===== src/rtl/hazard_unit.sv =====
// hazard_unit: load-use, memory-freeze and redirect control for the 5-stage RV32I pipeline.
// Optional HAZARD_PERF_CNT_EN adds saturating stall/flush counters. Rev 1.0
`default_nettype none

module hazard_unit #(
  parameter int DW = 32,
  parameter int RW = 5
) (
  input  logic          clk,
  input  logic          rst,
  input  logic [RW-1:0] id_sr1,
  input  logic [RW-1:0] id_sr2,
  input  logic          id_use1,
  input  logic          id_use2,
  input  logic [RW-1:0] ex_dr,
  input  logic          ex_load,
  input  logic          br_taken,
  input  logic          imem_read,
  input  logic          imem_resp,
  input  logic [DW-1:0] imem_rdata,
  input  logic          dmem_req,
  input  logic          dmem_resp,
  output logic          stall_if,
  output logic          stall_id,
  output logic          stall_ex,
  output logic          stall_mem,
  output logic          stall_wb,
  output logic          bubble_ex,
  output logic          flush_id,
  output logic          imem_req_en,
  output logic          dmem_req_en,
  output logic [DW-1:0] if_inst,
  output logic          if_inst_sel
`ifdef HAZARD_PERF_CNT_EN
  ,
  output logic [31:0]   lu_stall_cnt,
  output logic [31:0]   mem_stall_cnt,
  output logic [31:0]   flush_cnt
`endif
);

  typedef enum logic [0:0] {
    RUN      = 1'b0,
    MEM_WAIT = 1'b1
  } state_t;

  state_t        state;
  state_t        state_nxt;
  logic          i_done;
  logic          d_done;
  logic [DW-1:0] ibuf;

  logic i_busy;
  logic d_busy;
  logic freeze;
  logic load_use;
  logic track;
  logic lu_stall;

  assign load_use = ex_load & (ex_dr != '0) &
                    ((id_use1 & (ex_dr == id_sr1)) | (id_use2 & (ex_dr == id_sr2)));

  assign i_busy = imem_read & ~imem_resp & ~i_done;
  assign d_busy = dmem_req  & ~dmem_resp & ~d_done;
  assign freeze = i_busy | d_busy;

  // Responses are remembered while frozen and on the release cycle itself.
  assign track = freeze | (state == MEM_WAIT);

  always_comb begin
    state_nxt   = state;
    stall_if    = 1'b0;
    stall_id    = 1'b0;
    stall_ex    = 1'b0;
    stall_mem   = 1'b0;
    stall_wb    = 1'b0;
    bubble_ex   = 1'b0;
    flush_id    = 1'b0;
    lu_stall    = 1'b0;
    imem_req_en = 1'b1;
    dmem_req_en = 1'b1;
    if_inst_sel = i_done;
    if_inst     = i_done ? ibuf : imem_rdata;

    case (state)
      RUN:      if (freeze)  state_nxt = MEM_WAIT;
      MEM_WAIT: if (!freeze) state_nxt = RUN;
      default:  state_nxt = RUN;
    endcase

    // Outputs fall to reset values as soon as rst rises, not at the next edge.
    if (!rst) begin
      imem_req_en = ~i_done;
      dmem_req_en = ~d_done;
      if (freeze) begin
        stall_if  = 1'b1;
        stall_id  = 1'b1;
        stall_ex  = 1'b1;
        stall_mem = 1'b1;
        stall_wb  = 1'b1;
      end else if (br_taken) begin
        flush_id  = 1'b1;
        bubble_ex = 1'b1;
      end else if (load_use) begin
        stall_if  = 1'b1;
        stall_id  = 1'b1;
        bubble_ex = 1'b1;
        lu_stall  = 1'b1;
      end
    end
  end

  always_ff @(posedge clk or posedge rst) begin
    if (rst) begin
      state <= RUN;
    end else begin
      state <= state_nxt;
    end
  end

  // A response set takes precedence over the clear, so a flag set on the
  // release cycle is visible for one cycle before it drops.
  always_ff @(posedge clk or posedge rst) begin
    if (rst) begin
      i_done <= 1'b0;
      d_done <= 1'b0;
      ibuf   <= '0;
    end else begin
      if (track && imem_resp) begin
        i_done <= 1'b1;
        ibuf   <= imem_rdata;
      end else if (!stall_if) begin
        i_done <= 1'b0;
      end
      if (track && dmem_resp) begin
        d_done <= 1'b1;
      end else if (!stall_if) begin
        d_done <= 1'b0;
      end
    end
  end

`ifdef HAZARD_PERF_CNT_EN
  always_ff @(posedge clk or posedge rst) begin
    if (rst) begin
      lu_stall_cnt  <= '0;
      mem_stall_cnt <= '0;
      flush_cnt     <= '0;
    end else begin
      if (lu_stall  && (lu_stall_cnt  != '1)) lu_stall_cnt  <= lu_stall_cnt  + 32'd1;
      if (stall_mem && (mem_stall_cnt != '1)) mem_stall_cnt <= mem_stall_cnt + 32'd1;
      if (flush_id  && (flush_cnt     != '1)) flush_cnt     <= flush_cnt     + 32'd1;
    end
  end
`else
  logic unused_lu;
  assign unused_lu = lu_stall;
`endif

endmodule

`default_nettype wire


===== config.mk =====
export PLATFORM = sky130hd
export DESIGN_NAME = hazard_unit
export DESIGN_NICKNAME = d
export VERILOG_FILES = /design/src/rtl/hazard_unit.sv
export SDC_FILE = /design/constraint.sdc
export NUM_CORES = 1
export LEC_CHECK = 0
export ABC_CLOCK_PERIOD_IN_PS = 2200
export CORE_MARGIN = 5
export CORE_UTILIZATION = 60
export DETAILED_ROUTE_END_ITERATION = 10
export DONT_BUFFER_PORTS = 1
export GPL_ROUTABILITY_DRIVEN = 0
export GPL_TIMING_DRIVEN = 0
export MAX_ROUTING_LAYER = met4
export PLACE_DENSITY = 0.83
export SETUP_SLACK_MARGIN = 0.2
export SLEW_MARGIN = 5
export SYNTH_ARGS = -nofsm -noshare
export SYNTH_HDL_FRONTEND = slang
export SYNTH_SLANG_ARGS = --single-unit

===== constraint.sdc =====
create_clock -name clk -period 2.2 [get_ports clk]
set_input_delay 0.33 -clock clk [delete_from_list [all_inputs] [get_ports clk]]
set_output_delay 0.33 -clock clk [all_outputs]
set_load 0.02 [all_outputs]

==> results.md, run 1 <==
- Result of the run: complete, no violations
- Crit path kind: register to output pin
- Worst skew pair latency: 0.33 ns
- Layout cell share with drive strength beyond 1: 0.6063
- Highest clock rate: ~490 MHz
- Placement Rows: 21
- Power per unit of standard cell area: 897.0 nW/um^2
- DRC errors left: 0
- Detailed Route Iter0 Violations: 44
- Rel. slew slack: 0.3569
- Antenna violations before repair: 0
- Area grow syn2layout: 11.93%
- Register Area: just under 900 sq um
- Critical-path maximum fanout: 6
- Pin count of the biggest net entering global routing: 40
- Non-filler cells in the finished layout: between 200 and 250
- Maximum vdd ir drop: ~0.00046 V
- Placed wire-length estimate: about 3300 um
- Syn Area/Cell: 14.01 sq um
- Number of slew-limit violations in the final report: 0
- Starting utilization of the core area: 0.6179
- Inst Count DP: ~190
- Post-synthesis instance total: 146
- Final wirelength: 4466 um
- 1st-pass router iterations: 3
- H-tree lvl count: 2
- Critical path data arrival time: between 1.5 and 2 ns
- Syn Nets: a little over 200
- Unique cell type count in the Yosys netlist: 23
- Cell depth of the worst flop-to-flop path: 6
- Critical R2R Launch: if_inst_sel
- Maximum count of clock buffers along a single path: 2
- Number of buffers added by the clock tree synthesis step: 5
- Leftover overflow at the end of global routing: 0
- Crit path launch type: register
- Core Region: 3311 sq um
- Final Hold Fails: 0
- Number of storage elements in the synthesis netlist: 35
- Sequential area share after synthesis: 0.4281
- Antenna fix cells: 0
- Kind of end point of the critical path: output pin
- Endpoint of the worst register-to-register path: ibuf[19]
- Worst min-delay path class: input pin to async pin
- Final period utilization: 0.9290
- Post-Route Setup TNS: 0 ns
- Sink count of the clock tree: 35
- Worst setup skew after layout: roughly 0.012 ns
- Drt wl/cell: 21.68 um
- Routing usage on met1: 0.2040
- DIE HEIGHT: ~68 um
- Global Route met3 Usage: 0.04926
- Post-detailed-route count of antenna-violating nets: 0
- Via density per instance: 5.917
- Setup slack of the critical path after layout: between 0.15 and 0.2 ns
- Die X-Extent: ~68 um
- IO Count: 99
- Final Critical Period: about 2 ns
- Via count: ~1,200
- Worst setup slack after placement: a little under 0.1 ns
- Warnings from Yosys: 0
- Full die area: between 4000 and 5000 sq um
- Library cell used as clock root buffer: sky130_fd_sc_hd__clkbuf_4
- Area of the multi-input gates: 1115 sq um
- Peak-usage layer in the global routing report: met2
- Combined area of all synthesized cells: approximately 2000 sq um
- Number of fill cells in the layout: about 260
- Met2 demand-to-capacity share in global routing: 0.3290
- Number of failing setup endpoints in the final timing report: 0
- Post-layout nets: roughly 220
- Standby leakage power: 1.012 nW
- First-pass GRT wire length: between 6000 and 7000 um
- Count of port buffers added during placement: 0
- Global router's overall resource usage: 0.1899
- Post-route total power: slightly above 2 mW
- Setup repair after global routing missed its margin: yes
- Clock-pin slew reported for the worst setup and hold paths after clock tree synthesis: ~0.12 ns
- Required @ worst endpoint: 1.87 ns
- Max-cap violations: 0
- TritonCTS clock tree: built
- Minimum setup slack among reg-to-reg paths: slightly below 0.4 ns
- Worst-Margin Slew: 0.9594 ns
- Via count of the first global-routing pass: ~1,400
placed cells by master (no fill, tap or decap):
cell type,Yosys,layout
sky130_fd_sc_hd__a21oi_2,0,1
sky130_fd_sc_hd__a31oi_1,1,1
sky130_fd_sc_hd__and2_4,0,2
sky130_fd_sc_hd__buf_2,0,3
sky130_fd_sc_hd__buf_4,3,3
sky130_fd_sc_hd__buf_6,4,8
sky130_fd_sc_hd__bufinv_16,0,1
sky130_fd_sc_hd__clkbuf_4,0,5
sky130_fd_sc_hd__clkbuf_8,0,1
sky130_fd_sc_hd__clkinv_2,0,1
sky130_fd_sc_hd__clkinvlp_2,0,1
sky130_fd_sc_hd__clkinvlp_4,0,1
sky130_fd_sc_hd__dfrtp_1,35,34
sky130_fd_sc_hd__dfrtp_2,0,1
sky130_fd_sc_hd__dlygate4sd3_1,0,1
sky130_fd_sc_hd__inv_1,2,1
sky130_fd_sc_hd__mux2_2,35,35
sky130_fd_sc_hd__mux2_4,29,29
sky130_fd_sc_hd__nand2_1,4,4
sky130_fd_sc_hd__nand2b_1,1,1
sky130_fd_sc_hd__nand4_1,2,2
sky130_fd_sc_hd__nor2_1,5,3
sky130_fd_sc_hd__nor2_4,0,2
sky130_fd_sc_hd__nor2b_1,1,1
sky130_fd_sc_hd__o21a_4,0,1
sky130_fd_sc_hd__o21ai_0,2,2
sky130_fd_sc_hd__o21ai_4,1,1
sky130_fd_sc_hd__o22ai_1,1,1
sky130_fd_sc_hd__o2bb2ai_1,1,1
sky130_fd_sc_hd__o32ai_4,1,1
sky130_fd_sc_hd__or4_1,1,1
sky130_fd_sc_hd__xnor2_1,10,10
flip-flops by register name, summed over array words and instances (netlist names):
register     cells
ibuf            32
state            1
d_done           1
if_inst_sel      1
worst max-delay path, stage by stage (launching register included):
cell	delay [ns]
sky130_fd_sc_hd__dfrtp_2	0.48
sky130_fd_sc_hd__buf_6	0.16
sky130_fd_sc_hd__o32ai_4	0.30
sky130_fd_sc_hd__a21oi_2	0.10
sky130_fd_sc_hd__nor2_4	0.20
sky130_fd_sc_hd__buf_6	0.15
kinds of logic after synthesis:
family                 Yosys count  synth area share
AO/OA/AOI/OAI                    9           0.04282
XOR/XNOR                        10           0.04281
buffers and inverters           12           0.04220
flip-flops                      35            0.4281
multiplexers                    64            0.4055
AND/OR/NAND/NOR                 16           0.03853
how the worst max path moves through the flow:
stage,from,to,slack [ns]
6_report,if_inst_sel,stall_if,0.16
3_3_place_gp,if_inst_sel,stall_if,0.11
4_1_cts,if_inst_sel,stall_if,0.15
2_1_floorplan,if_inst_sel,stall_if,0.25
3_5_place_dp,if_inst_sel,stall_if,0.1
5_1_grt,if_inst_sel,stall_if,0.09
per-layer routing:
| layer | vias up | part of all wire |
|---|---|---|
| met1 | 597 | 0.38 |
| met3 | 11 | 0.083 |
| met2 | 67 | 0.52 |
| met5 | - | 0 |
| met4 | 0 | 0.023 |
| li1 | 544 | - |
synthesized netlist by cell type:
cell type                    n  area (sq um)
sky130_fd_sc_hd__a21oi_1     1         5.000
sky130_fd_sc_hd__a31oi_1     1         6.260
sky130_fd_sc_hd__and2_1      2         12.51
sky130_fd_sc_hd__buf_4       3         22.52
sky130_fd_sc_hd__buf_6       4         45.04
sky130_fd_sc_hd__clkbuf_1    3         11.26
sky130_fd_sc_hd__dfrtp_1    35         875.8
sky130_fd_sc_hd__inv_1       2         7.510
sky130_fd_sc_hd__mux2_2     35         394.1
sky130_fd_sc_hd__mux2_4     29         435.4
sky130_fd_sc_hd__nand2_1     4         15.01
sky130_fd_sc_hd__nand2b_1    1         6.260
sky130_fd_sc_hd__nand4_1     2         12.51
sky130_fd_sc_hd__nor2_1      5         18.77
sky130_fd_sc_hd__nor2b_1     1         6.260
sky130_fd_sc_hd__o21a_1      1         7.510
sky130_fd_sc_hd__o21ai_0     2         10.01
sky130_fd_sc_hd__o21ai_4     1         16.27
sky130_fd_sc_hd__o22ai_1     1         6.260
sky130_fd_sc_hd__o2bb2ai_1   1         8.760
sky130_fd_sc_hd__o32ai_4     1         27.53
sky130_fd_sc_hd__or4_1       1         7.510
sky130_fd_sc_hd__xnor2_1    10         87.58
metrics by stage:
stage,hold WS (ns),area [sq um],utilization
detailed placement,0.3760,2107,0.6364
global route,0.05729,2290,0.6916
floorplan,0.2925,2049,-
CTS,0.005194,2248,0.6791
global placement,0.3683,2107,0.6364
finish,0.02101,2290,0.6916
area by class of cell:
| type | instances | share of cell area |
|---|---|---|
| repair buffers | 5 | 0.01913 |
| plain buffers | 10 | 0.04098 |
| repair inverters | 1 | 0.002186 |
| clock buffers | 6 | 0.02240 |
| inverters | 2 | 0.004918 |
| well taps | 46 | 0.02514 |
| clock inverters | 2 | 0.01530 |
| flip-flops and latches | 35 | 0.3831 |
| multi-input cells | 99 | 0.4869 |
report_power, final:
group	leakage, nW	switching [mW]	internal, mW
clock	0.0482	0.221	0.269
combinational	0.552	0.338	0.360
sequential	0.411	0.0822	0.784
repair_timing:
action / CTS / global route
pin swaps: 2 / 1
setup buffers: 3 / 1
hold buffers: 0 / 1
gates cloned: 0 / 1
gates resized for setup: 14 / 8
hold endpoints to repair: 0 / 16
endpoints found under the setup margin: 37 / 35
(Power assumes the default switching activity.)
==> run 2: changes to the inputs <==
--- a/config.mk
+++ b/config.mk
@@ -5,15 +5,15 @@
 export SDC_FILE = /design/constraint.sdc
 export NUM_CORES = 1
 export LEC_CHECK = 0
-export ABC_CLOCK_PERIOD_IN_PS = 2200
+export ABC_CLOCK_PERIOD_IN_PS = 1700
 export CORE_MARGIN = 5
-export CORE_UTILIZATION = 60
+export CORE_UTILIZATION = 57
 export DETAILED_ROUTE_END_ITERATION = 10
 export DONT_BUFFER_PORTS = 1
 export GPL_ROUTABILITY_DRIVEN = 0
 export GPL_TIMING_DRIVEN = 0
 export MAX_ROUTING_LAYER = met4
-export PLACE_DENSITY = 0.83
+export PLACE_DENSITY = 0.82
 export SETUP_SLACK_MARGIN = 0.2
 export SLEW_MARGIN = 5
 export SYNTH_ARGS = -nofsm -noshare
==> constraint.sdc (replaced) <==
create_clock -name clk -period 1.7 [get_ports clk]
set_input_delay 0.255 -clock clk [delete_from_list [all_inputs] [get_ports clk]]
set_output_delay 0.255 -clock clk [all_outputs]
set_load 0.02 [all_outputs]
==> run 2 against run 1 <==
Net effect:
- the flow now finishes with violations (setup timing)
- count of clock-buffer cells in the layout stayed put
- final area up 17%
- cell count grew 7.8%
- flip-flop and latch count is the same
- worst setup slack got worse by 0.44 ns
- critical endpoint unchanged
==> results.md, run 2 (synthesis results as in run 1) <==
- Worst skew pair latency: 0.34 ns (about the same)
- Full die area: 4887 sq um (+4.5%)
- Area grow syn2layout: 30.40%
- Register with the most flip-flops: ibuf
- Rel. slew slack: 0.3713 (+0.01444)
- Max FFs per register: 32 (unchanged)
- Number of failing setup endpoints in the final timing report: 71 (+71)
- TritonCTS clock tree: built
- Crit path launch type: register
- Area of the multi-input gates: 1216 sq um (+9.1%)
- Placement Rows: 21 (unchanged)
- Count of port buffers added during placement: 0 (unchanged)
- Placed wire-length estimate: 3338 um (+1.6%)
- Global router's overall resource usage: 0.2029 (+0.01304)
- Critical path data arrival time: 1.73 ns (+0.02 ns)
- Cell depth of the worst flop-to-flop path: 8 (+2)
- Kind of end point of the critical path: output pin
- Violated checks: setup timing
- DIE HEIGHT: 69.91 um (+2.2%)
- Highest clock rate: around 500 MHz
- Worst path slowest cell: sky130_fd_sc_hd__dfrtp_2
- Cell occurring most often along the worst timing path: sky130_fd_sc_hd__buf_6
- Setup repair after global routing missed its margin: yes
- Layout cell share with drive strength beyond 1: 0.6477 (+0.04148)
- First-pass GRT wire length: 7645 um (+20%)
- 1st-pass router iterations: 4 (+1)
- Number of slew-limit violations in the final report: 0 (unchanged)
- Inst Count DP: 192 (unchanged)
- Leftover overflow at the end of global routing: 0 (unchanged)
- Cell count of the worst hold path: 1
- Pin count of the biggest net entering global routing: 20 (-50%)
- Required @ worst endpoint: 1.44 ns (-0.43 ns)
- Die X-Extent: 69.91 um (+2.2%)
- Via density per instance: 5.896 (-0.36%)
- Crit-path cells: buf_6 -> o32ai_4 -> a21oi_2 -> nor2_4 -> buf_6
- Worst min-delay path class: input pin to register
- Sink count of the clock tree: 35 (unchanged)
- Critical-path maximum fanout: 4 (-2)
- Most frequent standard cell in the layout excluding fill and tap cells: sky130_fd_sc_hd__mux2_4
- Post-detailed-route count of antenna-violating nets: 0 (unchanged)
- Post-layout nets: 232 (+7.4%)
- Most used cells in the layout excluding fill and tap cells: 53 x sky130_fd_sc_hd__mux2_4, 34 x sky130_fd_sc_hd__dfrtp_1, 13 x sky130_fd_sc_hd__buf_6
- Detailed Route Iter0 Violations: 69 (+57%)
- Antenna violations before repair: 0 (unchanged)
- Final Hold Fails: 0 (unchanged)
- Maximum vdd ir drop: 0.0006621 V (+45%)
- Post-route total power: 2.901 mW (+41%)
- Drt wl/cell: 22.95 um (+5.9%)
- Antenna fix cells: 0 (unchanged)
- Worst setup skew after layout: 0.01290 ns (+0.0008599 ns)
- Result of the run: finished, violations left
- Max-cap violations: 0 (unchanged)
- Crit path largest cell delay: 0.48 ns (about the same)
- Number of fill cells in the layout: 204 (-21%)
- IO Count: 99 (unchanged)
- Via count of the first global-routing pass: 1,437 (+6.0%)
- Final wirelength: 5096 um (+14%)
- Via count: 1,309 (+7.4%)
- Clock-pin slew reported for the worst setup and hold paths after clock tree synthesis: 0.11 ns (about the same)
- Critical R2R Launch: if_inst_sel
- Final period utilization: 1.166
- Crit path kind: register to output pin
- Setup slack of the critical path after layout: -0.2830 ns (-0.4392 ns)
- Power per unit of standard cell area: 1088 nW/um^2 (+21%)
- Final Critical Period: roughly 2.0 ns
- Register Area: 877.1 sq um (unchanged)
- Standby leakage power: 1.251 nW (+24%)
- Starting utilization of the core area: 0.5989 (-0.01901)
- Library cell used as clock root buffer: sky130_fd_sc_hd__clkbuf_4
- Worst-Margin Slew: 0.9399 ns (-0.01948 ns)
- Number of buffers added by the clock tree synthesis step: 5 (unchanged)
- Core Region: 3416 sq um (+3.2%)
- Maximum count of clock buffers along a single path: 2 (unchanged)
- DRC errors left: 0 (unchanged)
- Critical path startpoint: if_inst_sel
- Start point of the worst min-delay path: imem_rdata[16]
- H-tree lvl count: 2 (unchanged)
- Non-filler cells in the finished layout: 222 (+7.8%)
run 2: stage by stage:
stage | utilization | worst slack, ns | hold WS [ns] | TNS (ns) | area (sq um)
2_1_floorplan | - | 0.07356 | 0.2191 | 0 | 2072
3_3_place_gp | 0.6234 | -0.05033 | 0.2869 | -1.647 | 2130
3_5_place_dp | 0.6234 | -0.1007 | 0.3069 | -2.836 | 2130
4_1_cts | 0.7055 | -0.2844 | 0.04103 | -9.706 | 2410
5_1_grt | 0.7810 | -0.3672 | 0.02709 | -17.14 | 2668
6_report | 0.7810 | -0.2830 | 0.05342 | -13.54 | 2668
run 2: cell type report:
type | instances | area share
plain buffers | 10 | 0.05910
clock buffers | 6 | 0.01923
clock inverters | 2 | 0.01313
inverters | 2 | 0.004221
multi-input cells | 99 | 0.4559
flip-flops and latches | 35 | 0.3288
well taps | 46 | 0.02158
repair buffers | 21 | 0.09615
repair inverters | 1 | 0.001876
run 2: layer usage:
metal  track usage  vias up  wire length [um]
li1              -      571                 -
met1        0.2214      667              1867
met2        0.3526       64              2751
met3       0.07174        7               419
met4       0.05106        0                57
met5             -        -                 0
run 2: worst paths after layout:
kind	to	slack, ns
min in group asynchronous	d_done	0.55
max in group asynchronous	ibuf[23]	0.57
hold reg to reg	ibuf[23]	0.52
hold / removal	ibuf[16]	0.05
setup reg to reg	ibuf[26]	-0.25
setup / recovery	stall_if	-0.28
run 2: critical path: cells and delay by family (launching register included):
| kind | cells | cell delay, ns |
|---|---|---|
| compound gates | 2 | 0.40 |
| simple gates | 1 | 0.23 |
| flops | 1 | 0.48 |
| buf+inv | 2 | 0.30 |
run 2: repair_timing:
item | in CTS | in global routing
pin swaps | 4 | 6
setup endpoints to repair | 74 | 74
buffers inserted | 6 | 8
endpoints found under the hold margin | 35 | 0
cloned | 2 | 4
hold buffers | 2 | 0
gates resized for setup | 29 | 30
run 2: report_power, final:
group | leakage (nW) | internal (mW) | switching [mW]
combinational | 0.791 | 0.653 | 0.490
sequential | 0.411 | 1.01 | 0.114
clock | 0.0482 | 0.347 | 0.282
==> run 3: changes to the inputs <==
--- a/config.mk
+++ b/config.mk
@@ -15,6 +15,7 @@
 export MAX_ROUTING_LAYER = met4
 export PLACE_DENSITY = 0.82
 export SETUP_SLACK_MARGIN = 0.2
+export SKIP_LAST_GASP = 1
 export SLEW_MARGIN = 5
 export SYNTH_ARGS = -nofsm -noshare
 export SYNTH_HDL_FRONTEND = slang
==> results of run 3 <==
No change in the layout: final DEF, timing and power equal those of run 2.
